## config.mk

```make
export PLATFORM = sky130hd
export DESIGN_NAME = rv32i_ex_mem_stage
export DESIGN_NICKNAME = d
export VERILOG_FILES = /design/src/rtl/rv32i_ex_mem_stage.sv
export SDC_FILE = /design/constraint.sdc
export NUM_CORES = 1
export LEC_CHECK = 0
export CELL_PAD_IN_SITES_DETAIL_PLACEMENT = 0
export CELL_PAD_IN_SITES_GLOBAL_PLACEMENT = 1
export CORE_ASPECT_RATIO = 0.7
export CORE_MARGIN = 4
export CORE_UTILIZATION = 34
export DETAILED_ROUTE_END_ITERATION = 10
export HOLD_SLACK_MARGIN = 0.03
export PLACE_DENSITY_LB_ADDON = 0.1
export SLEW_MARGIN = 15
export SYNTH_ARGS = -nofsm -noshare
export SYNTH_HDL_FRONTEND = slang
export SYNTH_SLANG_ARGS = --single-unit
```

## constraint.sdc

```tcl
create_clock -name clk_i -period 4.35 [get_ports clk_i]
set_clock_uncertainty 0.15 [all_clocks]
set_input_delay 0.87 -clock clk_i [delete_from_list [all_inputs] [get_ports clk_i]]
set_output_delay 0.87 -clock clk_i [all_outputs]
set_load 0.02 [all_outputs]
```

## src/rtl/rv32i_ex_mem_stage.sv

```systemverilog
// EX->MEM pipeline register: resolves branches/jumps into a one-cycle redirect and
// holds one EX/MEM entry for the memory stage. Optional: RV32I_MISALIGN_TRAP_EN.
module rv32i_ex_mem_stage #(
  parameter int XLEN_P = 32,
  parameter int REGA_P = 5
) (
  input  logic              clk_i,
  input  logic              rst_i,
  input  logic              flush_i,
  input  logic              ex_valid_i,
  output logic              ex_ready_o,
  input  logic [XLEN_P-1:0] ex_pc_i,
  input  logic [XLEN_P-1:0] ex_imm_i,
  input  logic [XLEN_P-1:0] alu_result_i,
  input  logic              cmp_eq_i,
  input  logic              cmp_lt_i,
  input  logic              cmp_ltu_i,
  input  logic              is_branch_i,
  input  logic              is_jal_i,
  input  logic              is_jalr_i,
  input  logic [2:0]        funct3_i,
  input  logic [REGA_P-1:0] rd_addr_i,
  input  logic              rd_we_i,
  input  logic              mem_rd_i,
  input  logic              mem_wr_i,
  input  logic [XLEN_P-1:0] store_data_i,
  output logic              mem_valid_o,
  input  logic              mem_ready_i,
  output logic [XLEN_P-1:0] mem_result_o,
  output logic [XLEN_P-1:0] mem_addr_o,
  output logic [XLEN_P-1:0] mem_store_data_o,
  output logic [2:0]        mem_funct3_o,
  output logic [REGA_P-1:0] mem_rd_addr_o,
  output logic              mem_rd_we_o,
  output logic              mem_rd_o,
  output logic              mem_wr_o,
  output logic              redirect_o,
`ifdef RV32I_MISALIGN_TRAP_EN
  output logic              trap_o,
`endif
  output logic [XLEN_P-1:0] redirect_pc_o
);

  // Handshake: an EX transfer happens when ex_valid_i && ex_ready_o && !flush_i;
  // a MEM transfer happens when mem_valid_o && mem_ready_i. Both may occur in one cycle.
  logic              valid_q;
  logic              redirect_q;
  logic [XLEN_P-1:0] redirect_pc_q;
  logic [XLEN_P-1:0] result_q;
  logic [XLEN_P-1:0] addr_q;
  logic [XLEN_P-1:0] store_data_q;
  logic [2:0]        funct3_q;
  logic [REGA_P-1:0] rd_addr_q;
  logic              rd_we_q;
  logic              mem_rd_q;
  logic              mem_wr_q;

  logic              accept;
  logic              cond;
  logic              taken;
  logic              suppress;
  logic [XLEN_P-1:0] target;
  logic [XLEN_P-1:0] link_pc;

  assign ex_ready_o = !valid_q || mem_ready_i;
  assign accept     = ex_valid_i && ex_ready_o && !flush_i;

  always_comb begin
    cond = 1'b0;
    case (funct3_i)
      3'b000:  cond = cmp_eq_i;
      3'b001:  cond = !cmp_eq_i;
      3'b100:  cond = cmp_lt_i;
      3'b101:  cond = !cmp_lt_i;
      3'b110:  cond = cmp_ltu_i;
      3'b111:  cond = !cmp_ltu_i;
      default: cond = 1'b0;
    endcase
  end

  assign taken   = is_jal_i || is_jalr_i || (is_branch_i && cond);
  assign target  = is_jalr_i ? {alu_result_i[XLEN_P-1:1], 1'b0} : (ex_pc_i + ex_imm_i);
  assign link_pc = ex_pc_i + XLEN_P'(4);

`ifdef RV32I_MISALIGN_TRAP_EN
  // A taken jump to a non-word-aligned target traps instead of redirecting and retires no side effects.
  assign suppress = taken && target[1];
  logic trap_q;
  assign trap_o = trap_q;
`else
  assign suppress = 1'b0;
`endif

  always_ff @(posedge clk_i) begin
    if (rst_i) begin
      valid_q       <= 1'b0;
      redirect_q    <= 1'b0;
      redirect_pc_q <= '0;
      result_q      <= '0;
      addr_q        <= '0;
      store_data_q  <= '0;
      funct3_q      <= '0;
      rd_addr_q     <= '0;
      rd_we_q       <= 1'b0;
      mem_rd_q      <= 1'b0;
      mem_wr_q      <= 1'b0;
`ifdef RV32I_MISALIGN_TRAP_EN
      trap_q        <= 1'b0;
`endif
    end else if (flush_i) begin
      valid_q    <= 1'b0;
      redirect_q <= 1'b0;
`ifdef RV32I_MISALIGN_TRAP_EN
      trap_q     <= 1'b0;
`endif
    end else begin
      redirect_q <= accept && taken && !suppress;
`ifdef RV32I_MISALIGN_TRAP_EN
      trap_q     <= accept && suppress;
`endif
      if (accept) begin
        valid_q      <= 1'b1;
        result_q     <= (is_jal_i || is_jalr_i) ? link_pc : alu_result_i;
        addr_q       <= alu_result_i;
        store_data_q <= store_data_i;
        funct3_q     <= funct3_i;
        rd_addr_q    <= rd_addr_i;
        rd_we_q      <= rd_we_i && (rd_addr_i != '0) && !suppress;
        mem_rd_q     <= mem_rd_i && !suppress;
        mem_wr_q     <= mem_wr_i && !suppress;
        if (taken && !suppress) redirect_pc_q <= target;
      end else if (mem_ready_i && valid_q) begin
        valid_q <= 1'b0;
      end
    end
  end

  assign mem_valid_o      = valid_q;
  assign mem_result_o     = result_q;
  assign mem_addr_o       = addr_q;
  assign mem_store_data_o = store_data_q;
  assign mem_funct3_o     = funct3_q;
  assign mem_rd_addr_o    = rd_addr_q;
  assign mem_rd_we_o      = rd_we_q;
  assign mem_rd_o         = mem_rd_q;
  assign mem_wr_o         = mem_wr_q;
  assign redirect_o       = redirect_q;
  assign redirect_pc_o    = redirect_pc_q;

endmodule

```

* After elaboration in Yosys (flattened, before gate mapping)
Cells that the tools add are included.
Word-level totals: input bits 150, output and inout bits 142, register bits after elaboration 141, logic and storage cells 44
Cells by class: equality and inequality tests 5, muxes and demuxes 5, reduce and logical (&&, ||, !) cells 20, bitwise logic cells 1, $add $sub $neg 2
Operator list (count):
- 32-bit two-way mux | 2
- 32-bit by 3-bit adder with 32-bit output, second input constant | 1
- 32-bit adder | 1
- 3-bit == test, second input constant | 4
- 1-bit logical AND | 6
- 1-bit one-hot mux with 6 select lines | 1
- 1-bit logical NOT | 5
- 5-bit nonzero test | 1
- 3-bit by 1-bit == test with 1-bit output, second input constant | 1
- 3-bit logical NOT | 1
- 1-bit logical OR | 3
- 3-bit AND reduction | 1
- 1-bit two-way mux | 2
- 2-bit AND reduction | 1
- 2-bit nonzero test | 1
- 2-bit OR reduction | 1
- 1-bit NOT | 1

* Logic depth before layout (Yosys ltp)
Gate-level depths: netlist of run 1.
depth in word-level cells 5, mapped depth 10, mapped depth without buffers 9

* Worst setup path after synthesis of run 1
OpenSTA, ideal clock, no wires.
path kind input port to flip-flop, start point input ex_pc_i[0], end point register redirect_pc_q[28] (netlist: redirect_pc_o[28]), library setup time 133 ps, required time 4067 ps, data arrival time 2926 ps, cell stages on the path 9, slack 1141 ps, path buffers 0, path through ha_1 > fa_1 > a21o_1 > a221o_1 > o21ai_4 > a21oi_2 > o31ai_4 > mux2i_1 > a311oi_2
Between the ends: longest elaborated chain between the ends 2
RTL lines:
- from (decl) | line 12 | input logic [XLEN_P-1:0] ex_pc_i,
- 32-bit adder | line 82 | assign target = is_jalr_i ? {alu_result_i[XLEN_P-1:1], 1'b0} : (ex_pc_i + ex_imm_i);
- 32-bit two-way mux | line 82
- to (signal assigned) | line 131 | if (taken && !suppress) redirect_pc_q <= target;
- to (decl) | line 48 | logic [XLEN_P-1:0] redirect_pc_q;
No other way between the ends. A chain may end at the register's enable or synchronous reset.

* Final worst setup path of run 1
Ends and elaborated chain as after synthesis.

==> flow_results.org, run 1 <==
** Cells and area
- Relative to the synthesized area, the layout overhead comes to 47.3%.
- Filler cell count in the final layout :: 2,234
- Fraction of final layout cells sized beyond drive strength 1 :: under 10%
- Seq. cell area :: 0.00282 mm²
- Ant diodes :: 0
- After the last flow step, the layout net total stands at 1,470.
- Summing all multi-input logic gate instances after layout gives approximately 0.0047 mm².

** Pwr
- Switching power share of the total :: 31.2%
- Power spread over the standard cell area amounts to 326 mW/mm².
- Largest voltage drop on the vdd net :: roughly 0.25 mV
- Switching pwr :: roughly 1.2 mW
- Cell internal power was estimated by the tool at 2.60 mW.
- Registers are responsible for around 37% of the overall power.
- Total design power :: 3.78 mW
- Combinational Power Share :: between 20% and 30%
- Leakage power figure :: 4.21 nW
- The share of total power dissipated in the clock network is 37.3%.

** Yosys
- Synth warnings :: 0
- The synthesized netlist occupies a cell area of about 0.0079 mm².
- Most instantiated flip-flop cell in the synthesis netlist :: sky130_fd_sc_hd__dfxtp_1
- The cell count after synthesis came out at 1,037.
- Summed over its instances, the top area cell type makes up 35.9% of the synthesized netlist area.
- Mean post-synth cell area :: 7.59 µm²
- Top cell types by occurrence after synthesis :: sky130_fd_sc_hd__nand2_1 (218), sky130_fd_sc_hd__a21oi_1 (148), sky130_fd_sc_hd__dfxtp_1 (141)
- The synthesized design contains 0 enable-type register cells.
- After synthesis, the netlist uses 69 different library cells.
- Total nets after synthesis :: ~1,200
- Dominant cell by count in the synthesized netlist :: sky130_fd_sc_hd__nand2_1
- Area contributors post-synth :: sky130_fd_sc_hd__dfxtp_1 (36%), sky130_fd_sc_hd__nand2_1 (10%), sky130_fd_sc_hd__a21oi_1 (9.4%)
- The synthesized design contains around 140 register bits.
- Cell type with the highest aggregate area in the netlist :: sky130_fd_sc_hd__dfxtp_1
- After synthesis, the share of flip-flops with an asynchronous set or reset is 0%.
- Sequential-to-total area share from yosys stat :: 35.9%

** Clocking
- Worst-path clk slew :: 60 ps
- Counting every sink on the clock net gives 141.
- TritonCTS built the clock tree.
- Hold Buf Count CTS :: 0
- Clk Tree Root Cell :: sky130_fd_sc_hd__clkbuf_16
- Gates resized during post-CTS repair numbered 0.
- CTS Buf Count :: 17
- Later-pin clock latency in the skew report :: between 400 and 500 ps
- The H-tree was split into 4 levels.
- Number of setup buffers added after CTS :: 0
- Maximum clock insertion buffer count :: 2

** Routing
- In the final routed layout, each cell accounts on average for 18.7 µm.
- The detail route stage leaves a number of antenna-violating nets equal to 0.
- Routed vias/inst :: 5.17
- Post-detailed-route DRC marker count :: 0
- Drt pass-1 iters :: 5
- DRT Wirelength :: between 30,000 and 40,000 µm
- Via count of the routed design :: 8,324
- Initial detailed-routing violation count :: 604

** Global routing
- Pin count of the biggest net entering global routing :: about 100
- Antenna violations before repair :: 1
- Sum of overflow across all layers after global routing :: 0
- Vias in the first global route :: 7,982
- Total Routing Usage GR :: 22.8%
- Wire length of the first global-routing pass :: 45,800 µm

** Setup path
- Delay contributed by the slowest stage of the critical path :: 430 ps
- Critical path, cell by cell :: clkdlybuf4s50_1 > ha_1 > fa_1 > a21o_1 > a221o_1 > o21ai_4 > a21oi_2 > o31ai_4 > mux2i_1 > a311oi_2
- Along the worst path, the maximum fanout reaches 6.
- Cell family contributing the most delay on the critical path :: compound AO/OA/AOI/OAI gates
- Critical-path cell with the highest stage delay :: sky130_fd_sc_hd__clkdlybuf4s50_1
- At the worst endpoint, the required time is between 4000 and 5000 ps.
- For the worst setup path, the data arrival time is 3690 ps.
- STA classifies the critical path startpoint as an input port.
- The worst setup path is of the input port to flop kind.
- CP endpoint kind :: flop
- Counting both buffers and inverters, the worst setup path holds a total of 1.

** Floorplan
- The die is 135 µm tall.
- Starting utilization of the core area :: 34.6%
- Number of standard-cell rows in the floorplan :: 46
- I/O Pins :: 292
- Total die area :: roughly 0.026 mm²
- In this run the standard cell core region covers 0.0227 mm².
- In this run the horizontal extent of the chip is roughly 190 µm.

** Placement
- Worst setup timing slack at the placement stage :: 385 ps
- Detailed placement HPWL :: about 23,000 µm
- # port buffers :: 291
- Last weighted congestion value of the routability-driven placer :: 0.892

** STA
- The max-slew violation total from the final report was 0.
- FMAX :: 0.280 GHz
- After routing, the total negative slack on setup checks comes to 0 ps.
- Setup repair after global routing left no endpoint under its margin.
- The worst pin sits at a relative slew slack of 44.2%.
- Setup slack on the critical path of the routed design comes to around 780 ps.
- The tightest hold path in the finished design has a slack of between 200 and 300 ps.
- At the pin with the least slew margin, the transition time is 830 ps.
- Fin. Hold Viols :: 0
- Setup violations remaining at the end of the flow were counted as 0.
- The worst path uses 82.0% of the clock period.
- For the finished layout, the period the worst path requires is 3570 ps.

** Run
- Number of maximum-capacitance violations :: 0

** Min path
- Path type of the worst min-delay path :: flop to flop

** Run status
- The flow ran to the end, and the final reports show no timing, DRC or antenna violations.
[sequential cells by signal, summed over array words and instances, names as in the netlist]
signal            flops
mem_result_o         32
mem_rd_we_o           1
mem_rd_addr_o         5
redirect_pc_o        32
mem_addr_o           32
redirect_o            1
mem_rd_o              1
mem_funct3_o          3
mem_store_data_o     32
mem_valid_o           1
mem_wr_o              1
[cell type report]
class,count,share of cell area [%]
tap,312,3.37
timing repair buffer,304,26.1
clock inverter,12,0.982
multi-input combinational,809,40.9
inverter,14,0.453
sequential,141,24.3
clock buffer,19,3.82
[stage by stage]
step           std cells  cell area [µm²]  utilization (%)
2_1_floorplan       1037             7870                -
3_3_place_gp        1580            11000             48.5
3_5_place_dp        1580            11000             48.5
4_1_cts             1611            11600             51.0
5_1_grt             1611            11600             51.0
6_report            1611            11600             51.0
[metal layers]
| layer | vias to the layer above | GRT usage [%] | routed length (µm) |
|---|---|---|---|
| li1 | 4180 | - | - |
| met1 | 3861 | 30.3 | 13700 |
| met2 | 264 | 36.2 | 13500 |
| met3 | 17 | 7.83 | 2670 |
| met4 | 2 | 4.62 | 284 |
| met5 | - | 0 | 11 |
[placed cells by master (no fill, tap or decap), types with 9 or more instances in the layout]
cell type,synthesis,final
sky130_fd_sc_hd__a211oi_1,26,26
sky130_fd_sc_hd__a21o_1,13,13
sky130_fd_sc_hd__a21oi_1,148,148
sky130_fd_sc_hd__a31oi_1,11,10
sky130_fd_sc_hd__and3_1,10,9
sky130_fd_sc_hd__buf_4,1,12
sky130_fd_sc_hd__clkbuf_16,0,17
sky130_fd_sc_hd__clkdlybuf4s50_1,0,289
sky130_fd_sc_hd__dfxtp_1,141,141
sky130_fd_sc_hd__ha_1,32,32
sky130_fd_sc_hd__inv_1,14,14
sky130_fd_sc_hd__nand2_1,218,218
sky130_fd_sc_hd__nand3_1,26,25
sky130_fd_sc_hd__nor2_1,75,75
sky130_fd_sc_hd__nor3_1,14,14
sky130_fd_sc_hd__nor4_1,11,11
sky130_fd_sc_hd__o211ai_1,21,21
sky130_fd_sc_hd__o21ai_0,26,26
sky130_fd_sc_hd__xnor2_1,33,33
sky130_fd_sc_hd__xor2_1,17,17
[power groups by stage]
stage	Clock [mW]	Sequential [mW]	Combinational (mW)
after floorplan	0	1.51	0.429
after CTS	1.45	1.40	0.971
final	1.41	1.40	0.969
after global routing	1.50	1.41	1.05
after detailed placement	0	1.43	0.966
after global placement	0	1.43	0.968
[path summary, 6_finish.rpt]
| path | startpoint | end | slack (ps) | depth (start not counted) |
|---|---|---|---|---|
| max | ex_pc_i[0] | redirect_pc_o[28] | 780 | 10 |
| min | mem_store_data_o[3] | mem_store_data_o[3] | 300 | 2 |
| max reg2reg | mem_valid_o | redirect_pc_o[26] | 2160 | 7 |
| min reg2reg | mem_store_data_o[3] | mem_store_data_o[3] | 300 | 2 |
[kinds of logic after synthesis]
| family | share of synthesized area [%] |
|---|---|
| AND/OR/NAND/NOR | 22.7 |
| AO/OA/AOI/OAI | 25.4 |
| flip-flops | 35.9 |
| buffers and inverters | 4.29 |
| XOR/XNOR | 5.56 |
| adder cells (fa/ha/maj) | 5.34 |
| multiplexers | 0.890 |
[worst reg2reg max path, stage by stage, from the launching register on]
cell and delay [ps]:
sky130_fd_sc_hd__dfxtp_1 310, sky130_fd_sc_hd__nand2b_1 210, sky130_fd_sc_hd__o2111ai_1 240, sky130_fd_sc_hd__a31o_2 300, sky130_fd_sc_hd__nor2_2 180, sky130_fd_sc_hd__nand2_1 120
sky130_fd_sc_hd__or4_1 530, sky130_fd_sc_hd__nand3_1 100
No activity file was read; power rests on OpenSTA's default activity.
==> run 2, diff against run 1 <==
CORE_UTILIZATION = 29   (was 34)
clock period = 3.1 ns   (was 4.35 ns; I/O delays follow)
==> flow_results.org, run 2 (same netlist as run 1, synthesis figures left out) <==
** Placement
- Detailed placement ended at an HPWL of between 20,000 and 30,000 µm.
- The placed instances occupy a cell area of 0.0122 mm².
- In this run the tool buffered the top-level ports with 291 buffer cells.
- Routability-driven placement finished with a final weighted congestion of 0.858.
- After detailed placement, the design holds a cell count of around 1,800.

** Cells and area
- Fill cells in the final layout number 2,687.
- The repair_antennas step left the layout with diodes totalling 0.
- Fraction of the core area covered by cells at the end of the flow :: 48.0%
- Final instance count without filler cells :: between 1,500 and 2,000
- For this run, the post-layout net count is 1,610.
- Registers take 0.00282 mm².
- Leading cell type in the layout, fill and taps excluded :: sky130_fd_sc_hd__clkdlybuf4s50_1
- Post-Layout Inst Area :: ~0.013 mm²
- Leaving out fill and tap cells, the most frequent cells in the layout are sky130_fd_sc_hd__clkdlybuf4s50_1 (287), sky130_fd_sc_hd__nand2_1 (218), sky130_fd_sc_hd__buf_4 (147).
- Area growth from synthesis to layout :: 63.0%
- Fraction of final layout cells sized beyond drive strength 1 :: 15.0%
- Area of the multi-input gates :: roughly 0.0048 mm²

** Pwr
- Switching power share of the total :: about a third
- The worst-case IR drop observed on VDD is 0.374 mV.
- Leakage power figure :: slightly below 5 nW
- Power spread over the standard cell area amounts to ~440 mW/mm².
- In this run the power spent charging and discharging nets is 1.80 mW.
- Internal power summed over all cells :: 3.82 mW
- The share of total power dissipated in the clock network is 36.6%.
- Combinational Power Share :: 28.4%
- The share of total power dissipated in sequential elements is roughly a third.

** Floorplan
- I/O Pins :: slightly below 300
- The initial utilization of the core area, before any placement, comes to 29.5%.
- The floorplan has 50 rows.
- Die W :: 205 µm
- The floorplan step defined a core boundary enclosing 0.0267 mm².
- The die covers 0.0299 mm².
- Chip Height :: ~150 µm

** Setup path
- R2R depth :: 7
- Startpoint class of the critical path :: input port
- The critical path in this run is classified as input port to flop.
- CP endpoint kind :: flop
- In this run the critical register-to-register path is launched from mem_valid_o.
- Required time at the worst-slack endpoint :: 3300 ps
- At the worst endpoint, the arrival time is 3210 ps.
- In this run the worst path has a maximum fanout of 3.
- Across all register-to-register paths, the minimum setup slack is 1030 ps.
- The most critical setup path has its startpoint at ex_pc_i[1].

** Routing
- Dividing the detail-routed via count by the number of cells gives about 5.
- ANT nets after route :: 0
- For this run, design rule violations remaining after detail routing come to 0.
- For this block, the initial DRC count from the detailed router was 501.
- Via count of the routed design :: 8,894
- In the final routed layout, each cell accounts on average for 18.8 µm.
- The first detailed-routing pass took 5 iterations.
- For this block, the routed nets add up to 33,900 µm of wire.

** STA
- Counting I/O delays and the setup requirement, the final critical path takes 3010 ps.
- Crit share post-route :: 97.1%
- The number of failing hold endpoints at the final stage came to 0.
- Max-slew violation count :: 0
- FMAX :: 0.332 GHz
- Unrepaired setup endpoints after global routing :: true
- Final number of setup-violating endpoints :: 0
- Relative slew slack :: between 60% and 70%
- Actual transition at the worst max-transition pin :: around 580 ps
- Total negative slack for setup checks :: 0 ps
- Hold timing on the final database bottoms out at a slack of 303 ps.

** Clocking
- Maximum clock insertion buffer count :: 2
- Counting the buffers created by CTS gives 17.
- TritonCTS built the clock tree.
- The clock drives 141 sinks.
- Clk Tree Root Cell :: sky130_fd_sc_hd__clkbuf_16
- After clock tree synthesis, the clock-pin slew on the worst setup and hold paths is 60 ps.
- Later-pin clock latency in the skew report :: between 400 and 500 ps
- H-tree Lvls :: 4
- Hold Buf Count CTS :: 0

** Global routing
- Wire length of the first global-routing pass :: 51,600 µm
- Pin count of the biggest net entering global routing :: 110
- For this run the aggregate overflow at the end of global routing stands at 0.
- Global routing used 21.9% of the available tracks across all layers.
- The number of global-route vias before repair was between 8,000 and 9,000.
- Antenna violations before repair :: 2

** Min path
- Beginning of the worst hold path :: mem_addr_o[20]
- The worst hold path belongs to the class flop to flop.
- Cell count of the worst hold path :: 2

** Run
- Max-cap violations in this run came to 0.

** Run status
- The flow ran to the end, and the final reports show no timing, DRC or antenna violations.
[run 2: changes by cell type in the layout (fill, tap and decap cells not counted), sizes merged]
cell           change
clkinv             -1
clkdlybuf4s50      -2
buf              +140
dlymetal6s2s       +2
clkinvlp           -1
inv                +5
clkbuf             -2
[run 2: per-layer routing]
| layer | global-route usage, % | wire length, µm | part of all wire [%] | vias up |
|---|---|---|---|---|
| li1 | - | - | - | 4451 |
| met1 | 30.9 | 16000 | 47 | 4145 |
| met2 | 34.0 | 15000 | 44 | 262 |
| met3 | 6.06 | 2540 | 7.5 | 32 |
| met4 | 3.78 | 346 | 1.0 | 4 |
| met5 | 0 | 27 | 0.080 | - |
[run 2: layout make-up]
type	count	share of cell area, %
sequential	141	22.0
tap	364	3.55
clock inverter	15	1.17
multi-input combinational	809	37.3
clock buffer	17	3.32
timing repair buffer	444	32.3
inverter	14	0.410
[run 2: worst max-delay path, stage by stage]
cell	delay (ps)
sky130_fd_sc_hd__clkdlybuf4s50_1	510
sky130_fd_sc_hd__fa_2	440
sky130_fd_sc_hd__a21o_1	190
sky130_fd_sc_hd__a221o_1	370
sky130_fd_sc_hd__o21ai_4	260
sky130_fd_sc_hd__buf_4	150
sky130_fd_sc_hd__buf_4	100
sky130_fd_sc_hd__o21ai_1	80
sky130_fd_sc_hd__a31oi_1	240
sky130_fd_sc_hd__nand3b_1	100
sky130_fd_sc_hd__a31oi_1	150
[run 2: stage by stage]
stage / power, mW / setup WS (ps)
2_1_floorplan: 2.72 / 141
3_3_place_gp: 3.57 / -529
3_5_place_dp: 3.57 / -518
4_1_cts: 5.67 / 10.3
5_1_grt: 5.90 / -12.9
6_report: 5.62 / 89.4
[run 2: final timing paths]
path / endpoint
worst max-delay path: redirect_pc_o[14]
worst min-delay path: mem_addr_o[20]
worst max register to register: redirect_pc_o[26]
worst min register to register: mem_addr_o[20]
[run 2: repair_timing]
action                     in CTS  in global routing
cloned                          0                  0
resized for setup               3                  8
pin swaps                       3                 13
setup endpoints to repair       5                  9
buffers inserted                3                  2
[run 2: power by group through the flow]
stage	Clock, mW	Combinational [mW]	Sequential, mW
2_1_floorplan	0	0.603	2.12
3_3_place_gp	0	1.57	2.01
3_5_place_dp	0	1.57	2.01
4_1_cts	2.11	1.59	1.97
5_1_grt	2.19	1.73	1.98
6_report	2.06	1.59	1.97
==> run 3, diff against run 2 <==
CTS_BUF_LIST = sky130_fd_sc_hd__clkbuf_4 sky130_fd_sc_hd__clkbuf_8 sky130_fd_sc_hd__clkbuf_16   (was default)
==> results of run 3 <==
No change in the layout: final DEF, timing and power equal those of run 2.
==> edit (flow settings as in run 2) <==
Set the parameter `XLEN_P` to 40 (it was 32).
--- a/src/rtl/rv32i_ex_mem_stage.sv
+++ b/src/rtl/rv32i_ex_mem_stage.sv
@@ -1,7 +1,7 @@
 // EX->MEM pipeline register: resolves branches/jumps into a one-cycle redirect and
 // holds one EX/MEM entry for the memory stage. Optional: RV32I_MISALIGN_TRAP_EN.
 module rv32i_ex_mem_stage #(
-  parameter int XLEN_P = 32,
+  parameter int XLEN_P = 40,
   parameter int REGA_P = 5
 ) (
   input  logic              clk_i,
Ports: changed (8 resized); port bits go from 292 to 356. No check against the original RTL was run, so the function may have changed too.
==> edit against run 2 <==
  * Maximum frequency decreased by 0.78%
  * Worst setup slack got worse by 0.024 ns
  * Largest cell class unchanged
  * Highest routed layer unchanged
  * Wire length increased by 16%
  * Synthesized area increased by 20%
  * Clock power increased by 4%
  * Count of clock-buffer cells in the layout increased by 4
  * Total power increased by 15%
  * Global-route usage decreased by 0.53 points
  * Design area increased by 21%
  * Register-to-register slack improved by 0.04 ns
  * Sequential cell count increased by 32
==> edit: results (changes against run 2) <==
[global_route]
use_met1_pct=29.81  ; -1.1 points
grtUsageMet3_pct=5.123  ; -0.94 points
grt_pass1_vias=10400  ; +17%
grt_usage_pct=21.39  ; -0.53 points
grt_max_degree=82  ; -25%

[placement]
gp_congestion=0.8410  ; -2.0%
dpl_worst_slack_ns=-0.8632  ; -0.3454 ns
dp.cells=2117  ; +20%
io_buffers=355  ; +22%

[pwr]
p_seq_share_pct=37.1  ; +2.1 points
p_sw_mw=2.025  ; +13%
leakage_nw=5.989  ; +21%
internal_power_mw=4.460  ; +17%

[yosys]
synthesis.nets=1485  ; +22%
yosys.area_share.adder_pct=5.492  ; +0.15 points
yosysSeqAreaShare_pct=36.54  ; +0.68 points
synthMuxAreaShare_pct=1.162  ; +0.27 points
synth_seq_cells=173  ; +23%
syn_area_per_cell_um2=7.510  ; -1.1%
netlist_top_cells_area=dfxtp_1, nand2_1, a21oi_1, ha_1, nor2_1

[cts]
clk-insertion-delay-late_ns=0.45  ; +0.03 ns

[final_layout]
drive_gt1_share_pct=14.94  ; -0.063 points
clkCellAreaFrac_pct=3.666  ; -0.82 points
stdcell_count=2161  ; +20%
num-nets-final=1944  ; +21%
multi_input_area_share_pct=38.74  ; +1.4 points
buf_share_pct=31.58  ; -0.67 points

[detailed_routing]
drtIter0Drc=583  ; +16%
wl_met1_um=19060  ; +19%
wl_per_cell_um=18.17  ; -3.3%
wl_met2_um=17540  ; +17%

[run_status]
outcome=completed

[floorplanning]
fp.dieW_um=224.1  ; +9.4%

[worst_setup_path]
crit_path_max_fanout=4  ; +1

==> edit: cell count changes in the layout (fill, tap and decap cells not counted), moves of 18 or more <==
cell and change:
dlygate4sd2_1 +26, dfxtp_1 +32, ha_4 +18, xor2_1 +18
buf_4 +20, nand2_1 +43, clkdlybuf4s50_1 +37, a211oi_1 +22
a21oi_1 +34, nor2_1 +45
==> edit: timing repair <==
item / 4_1_cts / 5_1_grt
gates resized for setup: 58 / 26
cloned: 0 / 0
endpoints found under the setup margin: 18 / 15
pin swaps: 24 / 15
setup buffers: 10 / 2
==> edit: path summary, 6_finish.rpt <==
path / from / end / slack [ns] / depth (start not counted)
worst min-delay path: mem_addr_o[31] / mem_addr_o[31] / 0.30 / 2
worst max-delay path: ex_imm_i[23] / redirect_pc_o[38] / 0.07 / 12
worst min register to register: mem_addr_o[31] / mem_addr_o[31] / 0.30 / 2
worst max register to register: mem_valid_o / mem_result_o[6] / 1.07 / 8
